$ cat config.mk
export PLATFORM = sky130hd
export DESIGN_NAME = ram_t0_arb
export DESIGN_NICKNAME = d
export VERILOG_FILES = /design/src/rtl/ram_t0_arb.sv
export SDC_FILE = /design/constraint.sdc
export NUM_CORES = 1
export LEC_CHECK = 0
export ABC_AREA = 1
export CAP_MARGIN = 0
export CELL_PAD_IN_SITES_DETAIL_PLACEMENT = 0
export CELL_PAD_IN_SITES_GLOBAL_PLACEMENT = 1
export CORE_ASPECT_RATIO = 0.6
export CORE_UTILIZATION = 27
export CTS_BUF_LIST = sky130_fd_sc_hd__clkbuf_8
export DETAILED_ROUTE_END_ITERATION = 6
export PLACE_DENSITY_LB_ADDON = 0.1
export SLEW_MARGIN = 15
export SYNTH_ARGS = -nofsm -noshare
export SYNTH_HDL_FRONTEND = slang
export SYNTH_SLANG_ARGS = --single-unit
$ cat constraint.sdc
create_clock -name clk -period 2 [get_ports clk]
set_input_delay 0.4 -clock clk [delete_from_list [all_inputs] [get_ports clk]]
set_output_delay 0.4 -clock clk [all_outputs]
set_load 0.01 [all_outputs]
$ cat src/rtl/ram_t0_arb.sv
// Two-port arbiter in front of a single-port synchronous RAM: a loader write
// port and an img2col read port share the RAM with tie alternation and a starvation bound.
`ifndef ADDR_SIZE
`define ADDR_SIZE 8
`endif
`ifndef DATA_WIDTH
`define DATA_WIDTH 8
`endif

module ram_t0_arb #(
    parameter int ADDR_SIZE  = `ADDR_SIZE,
    parameter int DATA_WIDTH = `DATA_WIDTH,
    parameter int STARVE_MAX = 4
) (
    input  logic                  clk,
    input  logic                  rst_n,
    input  logic                  wr_req,
    input  logic [ADDR_SIZE-1:0]  wr_addr,
    input  logic [DATA_WIDTH-1:0] wr_data,
    output logic                  wr_gnt,
    input  logic                  rd_req,
    input  logic [ADDR_SIZE-1:0]  rd_addr,
    output logic                  rd_gnt,
    output logic                  rd_valid,
    output logic [DATA_WIDTH-1:0] rd_data,
    output logic                  ram_en,
    output logic                  ram_we,
    output logic [ADDR_SIZE-1:0]  ram_addr,
    output logic [DATA_WIDTH-1:0] ram_din,
    input  logic [DATA_WIDTH-1:0] ram_dout,
    output logic [15:0]           busy_cnt
);

    typedef enum logic {
        PRI_W = 1'b0,
        PRI_R = 1'b1
    } pri_e;

    localparam int RW = $clog2(STARVE_MAX + 1);
    localparam logic [RW-1:0] RUN_MAX = RW'(STARVE_MAX);

    pri_e            state_r;
    pri_e            state_nxt_s;
    logic [RW-1:0]   run_cnt_r;
    logic [RW-1:0]   run_cnt_nxt_s;
    logic            last_rd_r;
    logic            last_rd_nxt_s;
    logic            wr_gnt_s;
    logic            rd_gnt_s;
    logic            pick_rd_s;
    logic            both_s;
    logic            miss_s;
    logic            rd_valid_r;
    logic [15:0]     busy_cnt_r;

    assign both_s = wr_req & rd_req;

    // Grant decision: the tie winner loses only once it has used up its run.
    always_comb begin
        wr_gnt_s  = 1'b0;
        rd_gnt_s  = 1'b0;
        pick_rd_s = 1'b0;
        if (both_s) begin
            pick_rd_s = (state_r == PRI_R);
            if ((run_cnt_r == RUN_MAX) && (last_rd_r == pick_rd_s)) begin
                pick_rd_s = ~pick_rd_s;
            end else begin
                pick_rd_s = pick_rd_s;
            end
            wr_gnt_s = ~pick_rd_s;
            rd_gnt_s = pick_rd_s;
        end else begin
            wr_gnt_s = wr_req;
            rd_gnt_s = rd_req;
        end
    end

    // Next tie priority and run length of the current grant owner.
    always_comb begin
        state_nxt_s   = state_r;
        run_cnt_nxt_s = run_cnt_r;
        last_rd_nxt_s = last_rd_r;
        if (wr_gnt_s || rd_gnt_s) begin
            last_rd_nxt_s = rd_gnt_s;
            if (both_s) begin
                state_nxt_s = rd_gnt_s ? PRI_W : PRI_R;
                if (rd_gnt_s == last_rd_r) begin
                    run_cnt_nxt_s = (run_cnt_r == RUN_MAX) ? RUN_MAX : (run_cnt_r + {{(RW-1){1'b0}}, 1'b1});
                end else begin
                    run_cnt_nxt_s = {{(RW-1){1'b0}}, 1'b1};
                end
            end else begin
                run_cnt_nxt_s = {RW{1'b0}};
            end
        end else begin
            run_cnt_nxt_s = {RW{1'b0}};
        end
    end

    // RAM port mux: granted requester drives the port, otherwise all zero.
    always_comb begin
        ram_en   = 1'b0;
        ram_we   = 1'b0;
        ram_addr = {ADDR_SIZE{1'b0}};
        ram_din  = {DATA_WIDTH{1'b0}};
        if (wr_gnt_s) begin
            ram_en   = 1'b1;
            ram_we   = 1'b1;
            ram_addr = wr_addr;
            ram_din  = wr_data;
        end else if (rd_gnt_s) begin
            ram_en   = 1'b1;
            ram_addr = rd_addr;
        end else begin
            ram_en   = 1'b0;
        end
    end

    assign miss_s = (wr_req & ~wr_gnt_s) | (rd_req & ~rd_gnt_s);

    // Arbiter state, read-valid pipeline and stall counter.
    always_ff @(posedge clk or negedge rst_n) begin
        if (!rst_n) begin
            state_r    <= PRI_W;
            run_cnt_r  <= {RW{1'b0}};
            last_rd_r  <= 1'b0;
            rd_valid_r <= 1'b0;
            busy_cnt_r <= 16'h0000;
        end else begin
            state_r    <= state_nxt_s;
            run_cnt_r  <= run_cnt_nxt_s;
            last_rd_r  <= last_rd_nxt_s;
            rd_valid_r <= rd_gnt_s;
            if (miss_s && (busy_cnt_r != 16'hFFFF)) begin
                busy_cnt_r <= busy_cnt_r + 16'd1;
            end else begin
                busy_cnt_r <= busy_cnt_r;
            end
        end
    end

    assign wr_gnt   = wr_gnt_s;
    assign rd_gnt   = rd_gnt_s;
    assign rd_valid = rd_valid_r;
    assign rd_data  = ram_dout;
    assign busy_cnt = busy_cnt_r;

endmodule

==> results of run 1 <==
## flip-flops by register name, indices dropped and copies added, names as in the netlist
register   cells
run_cnt_r      3
last_rd_r      1
state_r        1
rd_valid       1
busy_cnt      16
## repair_timing
action,4_1_cts,5_1_grt
setup buffers,3,3
setup endpoints to repair,20,19
cloned,1,0
resized for setup,106,26
pin swaps,6,6
## cell families (layout without fill, tap and decap cells)
logic type      after synthesis  in the layout  synth area share (%)
compound gates                6              6                  1.95
xor+xnor                      7              7                  3.99
fa+ha+maj                     3              3                  2.44
buf+inv                      40            118                  12.8
flops                        22             22                  35.8
simple gates                160            160                  43.0
## power by group through the flow
stage / clock, mW / sequential (mW) / combinational (mW)
global route: 0.365 / 0.564 / 0.530
CTS: 0.344 / 0.553 / 0.447
floorplan: 0 / 0.569 / 0.174
global placement: 0 / 0.561 / 0.432
detailed placement: 0 / 0.560 / 0.434
finish: 0.329 / 0.554 / 0.482
## per-layer routing
layer | track usage (%) | routed length [um]
met5 | 0 | 0
met4 | 2.94 | 26
met3 | 4.03 | 296
met2 | 22.4 | 1930
met1 | 23.5 | 2370
## critical path: stages, from the launching register on
cell and delay [ns]:
dfrtp_1 0.39, inv_2 0.08, ha_4 0.16, nand2_4 0.06, nand2_4 0.07, nand3_4 0.10
nand2_8 0.09, nand2_8 0.08, buf_12 0.16, nor2_4 0.09, buf_6 0.11
## stage by stage
step                cell area, um^2  util [%]  cells
floorplan                      1540         -    238
global placement               2290      43.6    371
detailed placement             2290      43.6    371
CTS                            2410      45.9    379
global route                   2540      48.4    382
finish                         2540      48.4    382
## cells in the mapped netlist, drive strengths merged
cell type	instances	area (um^2)
buf	11	86.3
clkinv	2	8.75
dfrtp	22	551
ha	3	37.5
inv	27	101
nand2	117	457
nand3	10	55.1
nand3b	1	7.51
nand4	5	31.3
nor2	26	105
o21ai	6	30.0
or2	1	6.26
xnor2	6	52.6
xor2	1	8.76
## how the worst max path moves through the flow
stage	endpoint	slack [ns]	depth (start not counted)
3_5_place_dp	ram_addr[1]	-0.59	9
4_1_cts	ram_addr[1]	-0.11	10
6_report	ram_din[7]	-0.07	10
3_3_place_gp	ram_addr[0]	-0.55	9
5_1_grt	ram_din[7]	-0.16	10
2_1_floorplan	wr_gnt	0.23	9
## final cells by class
class | count | area [um^2]
Tap cell | 66 | 82.6
Clock buffer | 4 | 55.1
Timing Repair Buffer | 84 | 773
Sequential cell | 22 | 551
Fill cell | 535 | 2710
Inverter | 29 | 129
Timing Repair inverter | 1 | 8.76
Multi-Input combinational cell | 176 | 943
==> flow_summary.ini, run 1 <==
[floorplan]
die_h_um = 60.5
die_w_um = 99.4
initial_core_util_pct = 29.3
ioPinCount = 81
design.die.area_um2 = 6010
rows = 20
core_area_um2 = 5260

[clock_network]
root_buffer = clkbuf_8
cts.sinks = 22
cts_buffer_depth = 2
clkTransAtPathRegs_ns = 0.09
clkLatencyLatePin_ns = 0.27
cts_max_level = 1
cts_tree = built
cts_buffers = 3
hold_buffers = 0

[setup_path]
r2r_slack_ns = 0.25
cp.arrival_ns = 1.67
timing.rr.start = run_cnt_r[0]
crit_path_max_fanout = 8
startpoint = run_cnt_r[0]
cp-end-kind = primary output
cp.required_ns = 1.60
crit_type = reg -> out
reg2reg_to = run_cnt_r[2]
rr_worst_depth = 12
critPathLaunchType = flop

[pwr]
p_int_mw = 0.927
finalPower_mw = 1.37
power_frac_comb_pct = 35.3
max-vdd-ir-drop_v = 0.000321
clockPowerShare_pct = 24.1
p_sw_mw = 0.439
powerDensity_nw_per_um2 = 537
power.leakage_nw = 1.24
p_sw_share_pct = 32.2
pwr-share-seq_pct = 40.6

[synthesis]
synth.net_count = 277
ys_ff_latch = 22
syn_area_um2 = 1540
netlist-cell-type-count = 21
ys_seq_area_share_pct = 35.8
syn_inst = 238
yosysWarnings = 0
syn_area_per_cell_um2 = 6.46

[finish]
mostFrequentLayoutCells = nand2_1, clkdlybuf4s50_1, dfrtp_1, inv_1, buf_4
areaGrowthSynthToFinish_pct = 65.3
antenna_cells = 0
final_nets = 356
drive_above_1_share_pct = 24.4
layout_commonest_cell = nand2_1

[sta]
slew_headroom_pct = 79.6
min_period_over_period_pct = 103
worstMarginPinSlew_ns = 0.306
finalSetupViolCount = 14
drv_slew = 0
rsz0062_at_grt = true
whs_ns = 0.477
setup_ws_ns = -0.0663
fmax_mhz = 484
period_minus_slack_ns = 2.07
fin_setup_tns_ns = -0.501
finalHoldViolCount = 0
clock_skew_ns = 0.00675

[grt]
grt_pass1_vias = 1452
track_usage_pct = 15.6
grt_remaining_overflow = 0
grt_max_degree = 23
antenna_found_initial = 0
grt_pass1_wl_mm = 7.11

[drt]
wl_per_cell_um = 12.1
drt_iter0_drc = 68
ant_nets = 0
first_pass_iters = 4
viasPerCell = 4.30
routed_wl_mm = 4.62
remaining_drc_errors = 0
routed-via-count = 1643

[status]
status = finished with violations
violations = setup timing

[placed_design]
pre_cts_slack_ns = -0.587
port_buffers = 64
dp.final_hpwl_mm = 3.46
place_congestion = 0.814

[hold_path]
worstHoldPathType = in -> async

[run]
maxCapViolCount = 0
Power figures use the tool's default switching activity.
==> run 2, diff against run 1 <==
CAP_MARGIN = 25   (was 0)
CELL_PAD_IN_SITES_DETAIL_PLACEMENT = 2   (was 0)
CELL_PAD_IN_SITES_GLOBAL_PLACEMENT = 2   (was 1)
CORE_UTILIZATION = 20   (was 27)
REMOVE_ABC_BUFFERS = 1   (was not set)
==> run 2 against run 1 <==
  * Flip-flop and latch count did not move
  * Non-clock buffer count increased by 13
  * The run still ends with setup timing left
  * Fmax decreased by 3.0%
  * Largest power group unchanged
  * Sequential power is essentially flat
  * Setup slack worse by 0.064 ns
  * Clock power grew 3%
  * Utilization fell by 11 points
==> flow_summary.ini, run 2 (same netlist as run 1, synthesis figures left out) <==
[drt]
drt_iter0_drc = 43
ant_nets = 0
viasPerCell = 4.24
top_layer = met4
routed_wl_mm = 6.55
wl_met2_mm = 3.06
wl_met1_mm = 3.18
wl_per_cell_um = 15.2
routed-via-count = 1831
wl_met3_um = 281
remaining_drc_errors = 0
first_pass_iters = 4

[finish]
areaGrowthSynthToFinish_pct = 76.9
mostFrequentLayoutCells = nand2_1, clkdlybuf4s50_1, buf_4, dfrtp_1, inv_1
final_util_pct = 37.0
drive_above_1_share_pct = 30.8
antenna_cells = 0
fill_cells = 853
layout_commonest_cell = nand2_1
design_area_um2 = 2720
largest_register_ffs = 16
final_nets = 368

[setup_path]
r2r_slack_ns = -0.02
crit_family = buffers and inverters
timing.rr.start = run_cnt_r[0]
crit_type = in -> out
crit_path_max_fanout = 6
cp_common_cell = nand2_8
cp-end-kind = primary output
path_cells = clkdlybuf4s50_1, nand2_2, inv_2, nand3_4, nand2_8, nand2_8, buf_12, nor2_4, buf_6
rr_worst_depth = 15
cp.arrival_ns = 1.73
critPathLaunchType = primary input
crit_slowest_cell = clkdlybuf4s50_1
reg2reg_to = run_cnt_r[0]
cpPeakStageDelay_ns = 0.50
cp.required_ns = 1.60
crit_buf_inv = 4

[pwr]
max-vdd-ir-drop_v = 0.000307
powerDensity_nw_per_um2 = 528
power.leakage_nw = 1.30

[placed_design]
pre_cts_slack_ns = -0.681
dp.final_hpwl_mm = 4.76
place_area_um2 = 2360
place_congestion = 0.732
port_buffers = 64

[sta]
clock_skew_ns = 0.00302
slew_headroom_pct = 77.9
finalSetupViolCount = 17
whs_ns = 0.493
rsz0062_at_grt = true
period_minus_slack_ns = 2.13
worstMarginPinSlew_ns = 0.332
finalHoldViolCount = 0
setup_ws_ns = -0.130
fmax_mhz = 469
drv_slew = 0
min_period_over_period_pct = 106

[clock_network]
cts.sinks = 22
cts_max_level = 1
clkTransAtPathRegs_ns = 0.08
root_buffer = clkbuf_8
cts_buffers = 3
clkLatencyLatePin_ns = 0.27
cts_buffer_depth = 2
cts_tree = built

[floorplan]
rows = 24
die_h_um = 69.9
core_area_um2 = 7360
ioPinCount = 81
initial_core_util_pct = 20.9
die_w_um = 115
design.die.area_um2 = 8050

[grt]
grt_max_degree = 23
track_usage_pct = 17.2
grt_remaining_overflow = 0
antenna_found_initial = 0
grt_pass1_vias = 2085
grt_pass1_wl_mm = 10.6

[hold_path]
worstHoldPathType = in -> async

[status]
status = finished with violations
violations = setup timing

[run]
maxCapViolCount = 0
run 2: timing repair:
item                                    4_1_cts  5_1_grt
hold buffers                                  0        0
resized for setup                           117       31
pin swaps                                    14        9
setup buffers                                13        5
endpoints found under the setup margin       20       24
hold endpoints to repair                      0        0
cloned                                        1        0
run 2: layout make-up:
cell class | instances | area, um^2 | area share (%)
Multi-Input combinational cell | 176 | 981 | 36.1
Timing Repair Buffer | 97 | 882 | 32.4
Sequential cell | 22 | 551 | 20.2
Tap cell | 104 | 130 | 4.78
Inverter | 29 | 121 | 4.46
Clock buffer | 4 | 55.1 | 2.02
run 2: stage by stage:
step / setup TNS [ns] / std cells / power, mW
final: -1.71 / 432 / 1.44
after global routing: -3.25 / 432 / 1.53
after CTS: -1.95 / 430 / 1.42
after detailed placement: -12.01 / 412 / 1.03
after global placement: -9.92 / 412 / 1.01
after floorplan: 0 / 227 / 0.721
run 2: report_power, final:
group	switching, mW	internal (mW)	total (mW)	leakage [nW]
registers	0.0674	0.489	0.556	0.294
clock network	0.162	0.176	0.338	0.0288
logic	0.252	0.289	0.541	0.977
run 2: per-layer routing:
layer | up-vias | global-route usage (%)
met4 | 0 | 2.31
met5 | - | 0
li1 | 887 | -
met2 | 48 | 28.5
met1 | 890 | 22.6
met3 | 6 | 4.86
run 2: how the worst max path moves through the flow:
stage,from,end,slack [ns],depth (start not counted)
global placement,wr_req,ram_addr[6],-0.57,10
global route,run_cnt_r[0],ram_din[6],-0.20,10
floorplan,run_cnt_r[0],ram_addr[0],0.21,10
CTS,run_cnt_r[0],run_cnt_r[0],-0.15,17
finish,wr_req,ram_din[6],-0.13,9
detailed placement,wr_req,ram_din[4],-0.68,9
